## src/rtl/m2_deframer_if.sv

```systemverilog
// m2_deframer_if: serial line in, recovered word/status out of the M2 deframer.
interface m2_deframer_if;
  logic        iSerial;
  logic [11:0] oParallel;
  logic        oValid;
  logic [1:0]  oWordIdx;
  logic [1:0]  oMarker;
  logic        oPairErr;
  logic        oLock;
  logic        oLockLost;
  modport master (input iSerial, output oParallel, oValid, oWordIdx, oMarker, oPairErr, oLock, oLockLost);
  modport slave (output iSerial, input oParallel, oValid, oWordIdx, oMarker, oPairErr, oLock, oLockLost);
endinterface

```

## src/rtl/m2_deframer.sv

```systemverilog
// m2_deframer: recovers slot timing, aligns to the M2 phrase marker and emits 12-bit words.
module m2_deframer #(
  parameter int DIV      = 4,
  parameter int CONFIRM  = 3,
  parameter int MISS_MAX = 2
) (
  input  logic          clk,
  input  logic          reset,
  m2_deframer_if.master bus
);
  localparam int DW = $clog2(DIV);
  localparam int CW = $clog2(CONFIRM + 1);
  localparam int MW = $clog2(MISS_MAX + 1);
  typedef enum logic [1:0] {S_HUNT, S_CONFIRM, S_LOCKED} state_t;
  state_t        st_q, st_d;
  logic [2:0]    sync_q, sync_d;
  logic [DW-1:0] div_q, div_d;
  logic [22:0]   sr_q, sr_d;
  logic [4:0]    slot_q, slot_d, cur;
  logic [1:0]    wi_q, wi_d, idx_q, idx_d, mk_q, mk_d;
  logic [CW-1:0] cnt_q, cnt_d;
  logic [MW-1:0] miss_q, miss_d;
  logic [11:0]   par_q, par_d, dat, dif;
  logic          valid_q, valid_d, perr_q, perr_d, lost_q, lost_d;
  logic          edge_w, strobe, smp, wrap, mslot, last, perr_w;
  logic [23:0]   word;
  always_comb begin
    sync_d = {sync_q[1:0], bus.iSerial};
    smp = sync_q[1];
    edge_w = sync_q[1] ^ sync_q[2];
    // an edge restarts the divider so the strobe lands two clocks later, mid-slot
    strobe = div_q == DW'(1) && !edge_w;
    div_d = edge_w || div_q == DW'(DIV - 1) ? '0 : div_q + DW'(1);
    word = {sr_q, smp};
    dat = '0;
    dif = '0;
    for (int k = 0; k < 12; k++) begin
      dat[k] = word[2*k];
      dif[k] = word[2*k+1] ^ word[2*k];
    end
    perr_w = (|dif[10:0]) | (dif[11] & (wi_q != 2'd0));
    wrap = slot_q == 5'd0;
    cur = wrap ? 5'd23 : slot_q - 5'd1;
    mslot = wrap && wi_q == 2'd3;
    last = slot_q == 5'd1;
    st_d = st_q;
    sr_d = strobe ? word[22:0] : sr_q;
    slot_d = strobe ? cur : slot_q;
    wi_d = strobe && wrap ? wi_q + 2'd1 : wi_q;
    cnt_d = cnt_q;
    miss_d = miss_q;
    valid_d = 1'b0;
    lost_d = 1'b0;
    par_d = par_q;
    idx_d = idx_q;
    mk_d = mk_q;
    perr_d = perr_q;
    if (strobe && st_q == S_HUNT && sr_q[0] && !smp) begin
      st_d = S_CONFIRM;
      slot_d = 5'd22;
      wi_d = 2'd0;
      cnt_d = '0;
    end
    if (strobe && st_q == S_CONFIRM && mslot) begin
      cnt_d = cnt_q + CW'(1);
      st_d = !smp ? S_HUNT : cnt_d == CW'(CONFIRM) ? S_LOCKED : S_CONFIRM;
      miss_d = '0;
    end
    if (strobe && st_q == S_LOCKED) begin
      if (mslot) miss_d = smp ? '0 : miss_q + MW'(1);
      if (mslot && !smp && miss_d == MW'(MISS_MAX)) begin
        st_d = S_HUNT;
        lost_d = 1'b1;
      end else if (last) begin
        valid_d = 1'b1;
        par_d = dat;
        idx_d = wi_q;
        mk_d = word[23:22];
        perr_d = perr_w;
      end
    end
  end
  always_ff @(posedge clk or posedge reset) begin
    if (reset) begin
      st_q <= S_HUNT;
      sync_q <= '0;
      div_q <= '0;
      sr_q <= '0;
      slot_q <= '0;
      wi_q <= '0;
      cnt_q <= '0;
      miss_q <= '0;
      valid_q <= 1'b0;
      lost_q <= 1'b0;
      par_q <= '0;
      idx_q <= '0;
      mk_q <= '0;
      perr_q <= 1'b0;
    end else begin
      st_q <= st_d;
      sync_q <= sync_d;
      div_q <= div_d;
      sr_q <= sr_d;
      slot_q <= slot_d;
      wi_q <= wi_d;
      cnt_q <= cnt_d;
      miss_q <= miss_d;
      valid_q <= valid_d;
      lost_q <= lost_d;
      par_q <= par_d;
      idx_q <= idx_d;
      mk_q <= mk_d;
      perr_q <= perr_d;
    end
  end
  assign bus.oParallel = par_q;
  assign bus.oValid = valid_q;
  assign bus.oWordIdx = idx_q;
  assign bus.oMarker = mk_q;
  assign bus.oPairErr = perr_q;
  assign bus.oLock = st_q == S_LOCKED;
  assign bus.oLockLost = lost_q;
endmodule

```

## src/flat_wrapper.sv

```systemverilog
// flat-port wrapper written by rule: the top's interface ports become plain ports
module m2_deframer_flat 
#(
  parameter int DIV      = 4,
  parameter int CONFIRM  = 3,
  parameter int MISS_MAX = 2
)
  (clk, reset, bus_iSerial, bus_oParallel, bus_oValid, bus_oWordIdx, bus_oMarker, bus_oPairErr, bus_oLock, bus_oLockLost);
  m2_deframer_if bus_i ();
  input  logic clk;
  input  logic reset;
  input wire logic [$bits(bus_i.iSerial)-1:0] bus_iSerial;
  output wire logic [$bits(bus_i.oParallel)-1:0] bus_oParallel;
  output wire logic [$bits(bus_i.oValid)-1:0] bus_oValid;
  output wire logic [$bits(bus_i.oWordIdx)-1:0] bus_oWordIdx;
  output wire logic [$bits(bus_i.oMarker)-1:0] bus_oMarker;
  output wire logic [$bits(bus_i.oPairErr)-1:0] bus_oPairErr;
  output wire logic [$bits(bus_i.oLock)-1:0] bus_oLock;
  output wire logic [$bits(bus_i.oLockLost)-1:0] bus_oLockLost;
  assign bus_i.iSerial = bus_iSerial;
  assign bus_oParallel = bus_i.oParallel;
  assign bus_oValid = bus_i.oValid;
  assign bus_oWordIdx = bus_i.oWordIdx;
  assign bus_oMarker = bus_i.oMarker;
  assign bus_oPairErr = bus_i.oPairErr;
  assign bus_oLock = bus_i.oLock;
  assign bus_oLockLost = bus_i.oLockLost;
  m2_deframer #(.DIV(DIV), .CONFIRM(CONFIRM), .MISS_MAX(MISS_MAX)) u_core (.clk(clk), .reset(reset), .bus(bus_i));
endmodule
```

## config.mk

```make
export PLATFORM = sky130hd
export DESIGN_NAME = m2_deframer_flat
export DESIGN_NICKNAME = d
export VERILOG_FILES = /design/src/rtl/m2_deframer_if.sv /design/src/rtl/m2_deframer.sv /design/src/flat_wrapper.sv
export SDC_FILE = /design/constraint.sdc
export NUM_CORES = 1
export LEC_CHECK = 0
export BUFFER_PORTS_ARGS = -buffer_cell sky130_fd_sc_hd__buf_4
export CAP_MARGIN = 20
export CORE_MARGIN = 5
export CORE_UTILIZATION = 63
export DETAILED_ROUTE_END_ITERATION = 8
export PLACE_DENSITY = 0.93
export SYNTH_ARGS = -nofsm -noshare
export SYNTH_HDL_FRONTEND = slang
export SYNTH_SLANG_ARGS = --single-unit
```

## constraint.sdc

```tcl
create_clock -name clk -period 3.45 [get_ports clk]
set_clock_uncertainty 0.2 [all_clocks]
set_input_delay 0.69 -clock clk [delete_from_list [all_inputs] [get_ports clk]]
set_output_delay 0.69 -clock clk [all_outputs]
set_load 0.02 [all_outputs]
```

==> results of run 1 <==
## through the flow
stage / power, mW / worst slack (ns) / instances / utilization (%)
global route: 1.87 / 0.821 / 284 / 74.3
floorplan: 1.16 / 1.10 / 203 / -
global placement: 1.23 / 1.19 / 269 / 70.4
detailed placement: 1.26 / 1.08 / 269 / 70.4
finish: 1.77 / 1.02 / 284 / 74.3
CTS: 1.78 / 1.02 / 284 / 74.3
## state kept, by name, summed over array words and instances, names as in the netlist
name / count
u_core.sr_q: 23
u_core.bus.oParallel: 11
u_core.slot_q: 5
u_core.sync_q: 3
u_core.bus.oMarker: 2
u_core.bus.oWordIdx: 2
u_core.cnt_q: 2
u_core.div_q: 2
u_core.miss_q: 2
u_core.st_q: 2
u_core.wi_q: 2
u_core.bus.oLockLost: 1
u_core.bus.oPairErr: 1
u_core.bus.oValid: 1
## Yosys cell counts (2+ instances only)
cell / count / area [um^2]
nor4_1: 3 / 18.8
nand2b_1: 3 / 18.8
and2_1: 4 / 25.0
nor2_1: 7 / 26.3
mux2_4: 8 / 120
ha_1: 8 / 100
mux2i_1: 3 / 30.0
buf_2: 3 / 15.0
nor3_1: 5 / 25.0
xnor2_1: 3 / 26.3
mux2_1: 14 / 158
buf_4: 4 / 30.0
nand2_1: 9 / 33.8
dfrtp_1: 59 / 1480
xor2_1: 14 / 123
mux2_2: 15 / 169
nand3_1: 5 / 25.0
nand4_1: 2 / 12.5
a21oi_1: 7 / 35.0
inv_1: 8 / 30.0
## cells by family (layout without fill, tap and decap cells)
| group | after synthesis | in the layout |
|---|---|---|
| AO/OA/AOI/OAI | 13 | 13 |
| buffers and inverters | 16 | 47 |
| XOR/XNOR | 18 | 18 |
| AND/OR/NAND/NOR | 49 | 49 |
| multiplexers | 40 | 40 |
| flip-flops | 59 | 59 |
| adder cells (fa/ha/maj) | 8 | 8 |
## metal layers
metal | part of all wire (%) | track usage (%)
met5 | 0 | 0
met4 | 2.5 | 11.7
met3 | 3.8 | 3.69
met2 | 47 | 32.0
met1 | 46 | 26.3
## cell type report
cell class	instances	area, um^2
flip-flops and latches	59	1480
multi-input cells	128	1130
fillers	256	1050
repair buffers	24	180
clock buffers	12	145
well taps	50	62.6
inverters	8	30.0
clock inverters	3	15.0
## cell usage in the layout, fill, tap and decap left out, types with 3 or more instances in the layout
master,instances
a21oi_1,7
and2_1,4
buf_4,24
clkbuf_8,10
clkinv_2,3
dfrtp_1,59
ha_1,8
inv_1,7
mux2_1,14
mux2_2,15
mux2_4,8
mux2i_1,3
nand2_1,9
nand2b_1,3
nand3_1,5
nor2_1,7
nor3_1,5
nor4_1,3
xnor2_1,3
xor2_1,14
## how the worst max path moves through the flow
stage | start | endpoint | slack [ns]
final | u_core.sync_q[1] | u_core.cnt_q[0] | 1.02
after global routing | u_core.sync_q[1] | u_core.cnt_q[0] | 0.82
after CTS | u_core.sync_q[1] | u_core.cnt_q[0] | 1.02
after detailed placement | u_core.sync_q[1] | u_core.cnt_q[0] | 1.08
after global placement | u_core.sync_q[1] | u_core.cnt_q[1] | 1.19
after floorplan | reset | u_core.bus.oLockLost | 1.10
## report_power, final
part / internal [mW] / total, mW / switching (mW)
Combinational: 0.163 / 0.339 / 0.175
Clock: 0.272 / 0.510 / 0.237
Sequential: 0.791 / 0.920 / 0.129
==> metrics.csv, run 1 <==
stage,metric,value,unit
critical_path,FF-to-FF Start,u_core.sync_q[1],
critical_path,CP cell instances,xnor2_2 -> and2_1 -> and4b_1 -> mux2i_1,
clock_tree,hold buffers post-CTS,0,
placed_design,I/O Buffers,22,
logic_synthesis,post-synth net total,214,
layout,ANT cells,0,
layout,Layout area overhead,12.7,%
power,Power Density,582,mW/mm^2
critical_path,Stages on worst setup path,4,
logic_synthesis,simple-gate share of the synthesized area,11.3,%
sta,RSZ-0062 raised after global routing,false,
floorplan,Die X,75.4,um
floorplan,Core Region,0.00409,mm^2
global_route,Total GRT Usage,20.3,%
clock_tree,H-tree depth,3,
sta,Max transition margin,47.2,%
logic_synthesis,Syn Area/Cell,13.3,um^2
clock_tree,CTS tree,yes,
worst_hold_path,hold path depth,0,
clock_tree,TritonCTS Buffers,9,
worst_hold_path,worst min path class,reg2reg,
worst_hold_path,end of the worst hold path,u_core.sync_q[1],
layout,Final Cell Area,0.00304,mm^2
sta,Slew @ Worst Pin,0.784,ns
critical_path,crit path launch type,flip-flop,
floorplan,chip height,75.4,um
critical_path,Buf/Inv on CP,0,
power,P_leak,1.59,nW
critical_path,CP top delay family,simple AND/OR/NAND/NOR gates,
critical_path,crit end category,flip-flop,
critical_path,crit path DAT,2.48,ns
worst_hold_path,hold_sp,u_core.sync_q[0],
logic_synthesis,adder-cell share of the synthesized area,3.72,%
clock_tree,Clock transition at path regs,0.06,ns
clock_tree,Post-CTS Resized,0,
critical_path,worst reg2reg setup slack,1.02,ns
logic_synthesis,XOR/XNOR Fraction of Synth Area,6.13,%
logic_synthesis,mux contribution to synthesized area,17.7,%
global_route,first-pass GRT wire length,8360,um
layout,fin nets,241,
global_route,total gr overflow,0,
sta,# setup viols final,0,
global_route,vias in the first global route,1735,
critical_path,Worst Reg2Reg Path Length in Cells,4,
detailed_routing,via count,1667,
critical_path,worst stage delay on the critical path,0.62,ns
power,maximum vdd drop,0.285,mV
logic_synthesis,Yosys cell types,39,
critical_path,Worst path slowest cell,and2_1,
logic_synthesis,Post-synth ARST share,100,%
logic_synthesis,sequential element share of the synthesized area,54.8,%
run,MaxCap Viol Count,0,
logic_synthesis,Syn Inst Count,203,
detailed_routing,Routed WL,4980,um
clock_tree,CTS root buffer,clkbuf_8,
detailed_routing,wire length per cell,17.5,um
logic_synthesis,Synth Flop Type,dfrtp_1,
sta,fin crit period,2.43,ns
sta,fmax,0.411,GHz
logic_synthesis,Post-synth EDFFs,0,
critical_path,Critical Path Fanout Max,15,
sta,"Hold Violations, Final",0,
logic_synthesis,post-synthesis register bit count,59,
critical_path,FF-to-FF End,u_core.cnt_q[0],
logic_synthesis,YS warnings,0,
logic_synthesis,main combinational cell family by area after synthesis,multiplexers,
sta,max-slew violation count,0,
logic_synthesis,Compound-Gate Fraction of Synth Area,2.97,%
placed_design,DPL Wire Length,3400,um
critical_path,Critical Path RT,3.50,ns
detailed_routing,DRC,0,
outcome,outcome,finished clean,
global_route,initial antenna violation count,0,
clock_tree,"Setup Fix Bufs, Post-CTS",0,
floorplan,Starting Density,65.9,%
floorplan,Die ar.,0.00568,mm^2
sta,Hold Worst Slack,0.155,ns
sta,final worst-path cycle share,70.5,%
floorplan,FP Rows,23,
global_route,largest net degree at the start of global routing,28,
detailed_routing,Iter 0 DRT Violations,115,
clock_tree,Clock Tree Buf Depth,2,
detailed_routing,remaining antenna violation count,0,
logic_synthesis,synthesized cell area,0.00269,mm^2
clock_tree,CTS sink cnt,59,
placed_design,area of placed instances,0.00288,mm^2
placed_design,final RePlAce weighted congestion,0.827,
sta,setup_tns,0,ns
detailed_routing,drt first pass iters,4,
critical_path,WS Path Type,reg2reg,
floorplan,num ports,23,
detailed_routing,via-per-instance ratio,5.87,
clock_tree,worst skew pair latency,0.33,ns
layout,share of post-route cells with drive strength above 1,28.6,%
No activity file was read; power rests on OpenSTA's default activity.
==> inputs of run 2 (changes only) <==
--- a/config.mk
+++ b/config.mk
@@ -8,9 +8,9 @@
 export BUFFER_PORTS_ARGS = -buffer_cell sky130_fd_sc_hd__buf_4
 export CAP_MARGIN = 20
 export CORE_MARGIN = 5
-export CORE_UTILIZATION = 63
+export CORE_UTILIZATION = 59
 export DETAILED_ROUTE_END_ITERATION = 8
-export PLACE_DENSITY = 0.93
+export PLACE_DENSITY = 0.88
 export SYNTH_ARGS = -nofsm -noshare
 export SYNTH_HDL_FRONTEND = slang
 export SYNTH_SLANG_ARGS = --single-unit
==> constraint.sdc (replaced) <==
create_clock -name clk -period 2.4 [get_ports clk]
set_clock_uncertainty 0.2 [all_clocks]
set_input_delay 0.48 -clock clk [delete_from_list [all_inputs] [get_ports clk]]
set_output_delay 0.48 -clock clk [all_outputs]
set_load 0.02 [all_outputs]
==> run 2 against run 1 <==
  * Routed wire length shrank 13%
  * Combinational power grew 45%
  * Utilization shrank 2.8 points
  * Flip-flop and latch count is the same
  * Total power grew 57%
  * Via count shrank 5.0%
  * Fmax grew 14%
  * Register-to-register slack lost 0.76 ns
  * Cell area grew 3.3%
  * Highest routed layer unchanged
==> metrics.csv, run 2 (synthesized netlist as in run 1, its figures left out) <==
stage,metric,value,unit,change
global_route,largest net degree at the start of global routing,60,,+110%
critical_path,crit path DAT,2.15,ns,-0.33 ns
placed_design,pre-CTS WS,0.261,ns,-0.823 ns
clock_tree,"Setup Fix Bufs, Post-CTS",0,,unchanged
power,Logic pwr share,17.7,%,-1.4 points
layout,share of post-route cells with drive strength above 1,30.0,%,+1.3 points
outcome,outcome,finished clean,,
layout,"leading cell type in the layout, fill and taps excluded",dfrtp_1,,
detailed_routing,Routed WL,4340,um,-13%
power,Power Density,884,mW/mm^2,+52%
layout,ANT cells,0,,unchanged
floorplan,FP Rows,24,,+4.3%
power,Clk pwr share,35.0,%,+6.2 points
power,Overall Power,2.77,mW,+57%
power,Sequential Power Share,47.3,%,-4.7 points
clock_tree,TritonCTS Buffers,9,,unchanged
detailed_routing,remaining antenna violation count,0,,unchanged
critical_path,CP cell instances,inv_1 -> ha_1 -> nor4b_4 -> nand3_2 -> nand3_4 -> mux2_1,,
power,maximum vdd drop,0.556,mV,+95%
layout,Layout area overhead,16.4,%,
sta,Max transition margin,71.6,%,+24 points
critical_path,crit path launch type,flip-flop,,
clock_tree,worst skew pair latency,0.33,ns,about the same
sta,RSZ-0062 raised after global routing,false,,
floorplan,Die X,77.6,um,+2.9%
detailed_routing,drt first pass iters,4,,unchanged
global_route,vias in the first global route,1671,,-3.7%
sta,"Hold Violations, Final",0,,unchanged
critical_path,worst reg2reg setup slack,0.26,ns,-0.76 ns
sta,Final WS setup,0.258,ns,-0.759 ns
clock_tree,hold buffers post-CTS,0,,unchanged
run,MaxCap Viol Count,0,,unchanged
floorplan,Starting Density,61.4,%,-4.5 points
sta,setup_tns,0,ns,unchanged
detailed_routing,Iter 0 DRT Violations,82,,-29%
critical_path,crit end category,flip-flop,,
detailed_routing,wire length per cell,15.0,um,-14%
floorplan,Die ar.,0.00602,mm^2,+5.9%
global_route,initial antenna violation count,0,,unchanged
detailed_routing,DRC,0,,unchanged
floorplan,chip height,77.6,um,+2.9%
critical_path,WS Path Type,reg2reg,,
placed_design,final RePlAce weighted congestion,0.830,,+0.33%
global_route,Total GRT Usage,16.8,%,-3.5 points
clock_tree,Clock transition at path regs,0.06,ns,about the same
critical_path,worst stage delay on the critical path,0.42,ns,-0.20 ns
sta,Slew @ Worst Pin,0.426,ns,-0.359 ns
global_route,total gr overflow,0,,unchanged
power,P_int,2.02,mW,+64%
layout,max reg flops,23,,unchanged
critical_path,Critical Path RT,2.41,ns,-1.09 ns
sta,# setup viols final,0,,unchanged
placed_design,I/O Buffers,22,,unchanged
sta,fmax,0.467,GHz,+14%
power,P_leak,1.64,nW,+3.0%
clock_tree,CTS tree,yes,,
clock_tree,CTS sink cnt,59,,unchanged
layout,Top reg by flops,u_core.sr_q,,
sta,max-slew violation count,0,,unchanged
clock_tree,CTS root buffer,clkbuf_8,,
detailed_routing,via count,1584,,-5.0%
clock_tree,H-tree depth,3,,unchanged
power,Sw Share,27.3,%,-3.3 points
sta,fin crit period,2.14,ns,-0.291 ns
critical_path,FF-to-FF Start,u_core.slot_q[0],,
floorplan,num ports,23,,unchanged
layout,fin nets,245,,+1.7%
detailed_routing,via-per-instance ratio,5.48,,-6.6%
placed_design,DPL Wire Length,3030,um,-11%
layout,"commonest cells after routing, fill and taps aside","dfrtp_1, buf_4, mux2_2, mux2_1, xor2_1",,
global_route,first-pass GRT wire length,7920,um,-5.3%
power,NetSw,0.756,mW,+40%
clock_tree,Clock Tree Buf Depth,2,,unchanged
clock_tree,Post-CTS Resized,0,,unchanged
worst_hold_path,worst min path class,in2async,,
critical_path,Worst Reg2Reg Path Length in Cells,6,,+2
critical_path,Critical Path Fanout Max,17,,+2
sta,final worst-path cycle share,89.3,%,+19 points
floorplan,Core Region,0.00438,mm^2,+7.3%
critical_path,FF-to-FF End,u_core.bus.oParallel[8],,
critical_path,Worst path slowest cell,dfrtp_1,,
-- run 2: changes by cell type in the layout (fill, tap and decap cells not counted) --
cell / change
clkbuf_1: -1
buf_4: +3
clkinv_2: -3
buf_12: +1
bufinv_16: +2
clkbuf_8: +1
-- run 2: how the worst max path moves through the flow --
| stage | startpoint | end | cells past startpoint | slack [ns] |
|---|---|---|---|---|
| after floorplan | reset | u_core.bus.oLockLost | 1 | 0.26 |
| after global placement | u_core.sync_q[1] | u_core.bus.oParallel[10] | 4 | 0.33 |
| after detailed placement | u_core.slot_q[0] | u_core.bus.oParallel[7] | 6 | 0.26 |
| after CTS | u_core.slot_q[0] | u_core.bus.oWordIdx[1] | 6 | 0.26 |
| after global routing | u_core.slot_q[0] | u_core.bus.oMarker[1] | 6 | 0.15 |
| final | u_core.slot_q[0] | u_core.bus.oParallel[8] | 6 | 0.26 |
-- run 2: layer usage --
| metal | track usage (%) | part of all wire, % |
|---|---|---|
| met4 | 7.73 | 1.8 |
| met5 | 0 | 0 |
| met2 | 24.6 | 47 |
| met3 | 6.37 | 5.2 |
| met1 | 22.2 | 46 |
-- run 2: layout make-up --
type	instances	area, um^2
Fill cell	290	1250
Tap cell	52	65.1
Clock inverter	2	60.1
Multi-Input combinational cell	128	1130
Timing Repair Buffer	28	223
Sequential cell	59	1480
Clock buffer	12	155
Inverter	8	30.0
-- run 2: worst max-delay path: cells and delay by family (launching register included) --
family | cells | cell delay [ns]
and+or+nand+nor | 3 | 0.80
DFF | 1 | 0.42
muxes | 1 | 0.36
adders and majority gates | 1 | 0.15
buffers and inverters | 1 | 0.10
-- run 2: metrics by stage --
| step | utilization, % | instances | instance area, um^2 | hold WS (ns) |
|---|---|---|---|---|
| 2_1_floorplan | - | 203 | 2690 | 0.131 |
| 3_3_place_gp | 66.6 | 275 | 2920 | 0.132 |
| 3_5_place_dp | 66.6 | 275 | 2920 | 0.135 |
| 4_1_cts | 71.5 | 289 | 3140 | 0.0116 |
| 5_1_grt | 71.5 | 289 | 3140 | 0.0209 |
| 6_report | 71.5 | 289 | 3140 | 0.00659 |
-- run 2: power by group through the flow --
stage,Combinational (mW),Clock (mW),Sequential (mW)
after floorplan,0.388,0,1.28
after global placement,0.471,0,1.32
after detailed placement,0.488,0,1.33
after CTS,0.496,1.00,1.31
after global routing,0.552,1.05,1.34
final,0.491,0.970,1.31
==> inputs of run 3 (changes only) <==
--- a/config.mk
+++ b/config.mk
@@ -5,6 +5,7 @@
 export SDC_FILE = /design/constraint.sdc
 export NUM_CORES = 1
 export LEC_CHECK = 0
+export ABC_AREA = 1
 export BUFFER_PORTS_ARGS = -buffer_cell sky130_fd_sc_hd__buf_4
 export CAP_MARGIN = 20
 export CORE_MARGIN = 5
==> run 3 against run 2 <==
  * Clock power fell by 18%
  * Total power rose by 0.12%
  * Cell area rose by 0.44%
  * Critical path depth rose by 2
  * Die area rose by 1.9%
  * Via count rose by 36%
  * Critical endpoint is now u_core.bus.oMarker[0]
==> metrics.csv, run 3 <==
stage,metric,value,unit,change
outcome,outcome,finished clean,,
logic_synthesis,XOR/XNOR Fraction of Synth Area,0.955,%,-5.2 points
power,P_int,1.83,mW,-9.2%
worst_hold_path,hold path depth,1,,
logic_synthesis,synthesized cell area,0.00275,mm^2,+2.1%
clock_tree,"Setup Fix Bufs, Post-CTS",0,,unchanged
logic_synthesis,Post-synth top cells,"nand2_1, dfrtp_1, inv_1, o21ai_0, nor2_1",,
detailed_routing,Routed WL,5320,um,+23%
layout,max reg flops,23,,unchanged
sta,Final WS setup,0.463,ns,+0.205 ns
layout,Final Cell Area,0.00315,mm^2,+0.44%
critical_path,CP top delay family,simple AND/OR/NAND/NOR gates,,
global_route,total gr overflow,0,,unchanged
logic_synthesis,post-synthesis register bit count,59,,unchanged
layout,ANT cells,0,,unchanged
floorplan,FP Rows,24,,unchanged
critical_path,Critical Path RT,2.47,ns,+0.06 ns
critical_path,Critical Path Fanout Max,16,,-1
layout,"commonest cells after routing, fill and taps aside","nand2_1, dfrtp_1, inv_1, buf_4, o21ai_0",,
floorplan,Starting Density,61.9,%,+0.46 points
power,P_leak,1.65,nW,+0.65%
power,Logic pwr share,23.4,%,+5.7 points
logic_synthesis,Compound-Gate Fraction of Synth Area,6.09,%,+3.1 points
detailed_routing,drt first pass iters,4,,unchanged
logic_synthesis,adder-cell share of the synthesized area,3.64,%,-0.078 points
placed_design,pre-CTS WS,0.494,ns,+0.232 ns
power,Sequential Power Share,47.9,%,+0.6 points
sta,Slew @ Worst Pin,0.447,ns,+0.0218 ns
clock_tree,worst skew pair latency,0.34,ns,about the same
placed_design,final RePlAce weighted congestion,0.849,,+2.3%
critical_path,WS Path Type,reg2reg,,
global_route,first-pass GRT wire length,9380,um,+18%
logic_synthesis,Post-synth EDFFs,0,,unchanged
logic_synthesis,Synth Flop Type,dfrtp_1,,
logic_synthesis,sequential element share of the synthesized area,53.7,%,-1.1 points
detailed_routing,wire length per cell,12.7,um,-16%
critical_path,Buf/Inv on CP,1,,unchanged
sta,max-slew violation count,0,,unchanged
logic_synthesis,Post-synth ARST share,100,%,unchanged
logic_synthesis,cell taking the most area after synthesis,dfrtp_1,,
global_route,vias in the first global route,2098,,+26%
logic_synthesis,Syn Area/Cell,8.24,um^2,-38%
critical_path,crit end category,flip-flop,,
logic_synthesis,Syn Inst Count,334,,+65%
logic_synthesis,post-synth net total,345,,+61%
detailed_routing,via count,2150,,+36%
sta,final worst-path cycle share,80.7,%,-8.5 points
sta,setup_tns,0,ns,unchanged
logic_synthesis,Area contributors post-synth,"dfrtp_1, nand2_1, inv_1",,
critical_path,crit path DAT,2.01,ns,-0.14 ns
clock_tree,Clock transition at path regs,0.06,ns,about the same
layout,Top reg by flops,u_core.sr_q,,
sta,Hold Worst Slack,0.0446,ns,+0.0380 ns
logic_synthesis,YS warnings,0,,unchanged
power,Power Density,881,mW/mm^2,-0.32%
power,Clk pwr share,28.7,%,-6.3 points
detailed_routing,Iter 0 DRT Violations,139,,+70%
detailed_routing,via-per-instance ratio,5.12,,-6.6%
floorplan,Core Region,0.00444,mm^2,+1.4%
layout,share of post-route cells with drive strength above 1,16.0,%,-14 points
layout,"leading cell type in the layout, fill and taps excluded",nand2_1,,
critical_path,Worst Reg2Reg Path Length in Cells,8,,+2
clock_tree,CTS sink cnt,59,,unchanged
placed_design,DPL Wire Length,3720,um,+23%
global_route,largest net degree at the start of global routing,40,,-33%
clock_tree,Clock Tree Buf Depth,2,,unchanged
floorplan,Die X,78.3,um,+0.93%
clock_tree,CTS tree,yes,,
layout,filler instances,326,,+12%
global_route,Total GRT Usage,19.8,%,+3.0 points
critical_path,CP cell instances,inv_1 -> ha_1 -> nand4_2 -> nor2_2 -> nand2_1 -> nand2_2 -> nand2_1 -> nand2_1,,
floorplan,num ports,23,,unchanged
worst_hold_path,worst min path class,in2reg,,
logic_synthesis,Synth top area share,53.7,%,-1.1 points
sta,Max transition margin,70.1,%,-1.4 points
logic_synthesis,Yosys cell types,28,,-28%
layout,fin nets,374,,+53%
layout,Layout area overhead,14.5,%,
clock_tree,TritonCTS Buffers,9,,unchanged
global_route,initial antenna violation count,0,,unchanged
critical_path,critical path's most frequent cell,nand2_1,,
critical_path,crit path launch type,flip-flop,,
sta,"Hold Violations, Final",0,,unchanged
critical_path,Worst path slowest cell,dfrtp_1,,
sta,RSZ-0062 raised after global routing,false,,
power,maximum vdd drop,0.471,mV,-15%
placed_design,I/O Buffers,22,,unchanged
power,NetSw,0.945,mW,+25%
logic_synthesis,mux contribution to synthesized area,0,%,-18 points
critical_path,worst stage delay on the critical path,0.42,ns,about the same
power,Sw Share,34.0,%,+6.8 points
sta,# setup viols final,0,,unchanged
logic_synthesis,top-count cell post-synth,nand2_1,,
sta,fmax,0.516,GHz,+11%
clock_tree,CTS root buffer,clkbuf_8,,
logic_synthesis,main combinational cell family by area after synthesis,simple AND/OR/NAND/NOR gates,,
run,MaxCap Viol Count,0,,unchanged
floorplan,Die ar.,0.00613,mm^2,+1.9%
sta,fin crit period,1.94,ns,-0.205 ns
clock_tree,H-tree depth,3,,unchanged
floorplan,chip height,78.3,um,+0.93%
logic_synthesis,simple-gate share of the synthesized area,27.9,%,+17 points
detailed_routing,remaining antenna violation count,0,,unchanged
placed_design,area of placed instances,0.00297,mm^2,+1.6%
critical_path,Stages on worst setup path,8,,+2
detailed_routing,DRC,0,,unchanged
## run 3: cells by family (layout without fill, tap and decap cells)
logic type                 count (synthesis)  in the layout
and+or+nand+nor                          180            180
DFF                                       59             59
buffers and inverters                     51             85
AOI/OAI and AO/OA                         33             33
adders and majority gates                  8              8
xor gates and xnor gates                   3              3
## run 3: what timing repair did
item / CTS / global route
resized for setup: 0 / 0
hold endpoints to repair: 20 / 0
hold buffers: 1 / 0
## run 3: path summary, 6_finish.rpt
check / start / endpoint / slack, ns
worst min register to register: u_core.sync_q[0] / u_core.sync_q[1] / 0.16
worst max register to register: u_core.slot_q[0] / u_core.bus.oMarker[0] / 0.46
min in group asynchronous: reset / u_core.bus.oParallel[1] / 0.52
worst min-delay path: bus_iSerial / u_core.sync_q[0] / 0.04
worst max-delay path: u_core.slot_q[0] / u_core.bus.oMarker[0] / 0.46
max in group asynchronous: reset / u_core.sr_q[13] / 0.92
## run 3: layout make-up
class	instances	area (um^2)	share of cell area (%)
clock buffers	14	163	5.16
clock inverters	2	10.0	0.318
repair buffers	27	218	6.91
flip-flops and latches	59	1480	46.9
well taps	52	65.1	2.07
inverters	42	158	5.00
multi-input cells	224	1060	33.7
## run 3: per-stage QoR
step / total power, mW / utilization (%) / instances
floorplan: 1.81 / - / 334
global placement: 1.93 / 66.8 / 403
detailed placement: 1.99 / 66.8 / 403
CTS: 2.79 / 70.9 / 420
global route: 2.97 / 70.9 / 420
finish: 2.78 / 70.9 / 420
## run 3: worst register-to-register path, stage by stage, from the launching register on
cell and delay [ns]:
dfrtp_1 0.42, inv_1 0.11, ha_1 0.20, nand4_2 0.20, nor2_2 0.18, nand2_1 0.08
nand2_2 0.29, nand2_1 0.11, nand2_1 0.08
## run 3: per-layer routing
metal | vias to the layer above | GRT usage [%] | wire, um
li1 | 1078 | - | -
met1 | 1018 | 25.0 | 2390
met2 | 47 | 32.4 | 2570
met3 | 7 | 4.00 | 301
met4 | 0 | 10.1 | 63
met5 | - | 0 | 0
## run 3: power by group through the flow
stage | logic (mW) | registers, mW | clock network [mW]
floorplan | 0.515 | 1.30 | 0
global route | 0.759 | 1.35 | 0.855
global placement | 0.601 | 1.33 | 0
finish | 0.649 | 1.33 | 0.797
CTS | 0.653 | 1.33 | 0.808
detailed placement | 0.647 | 1.34 | 0
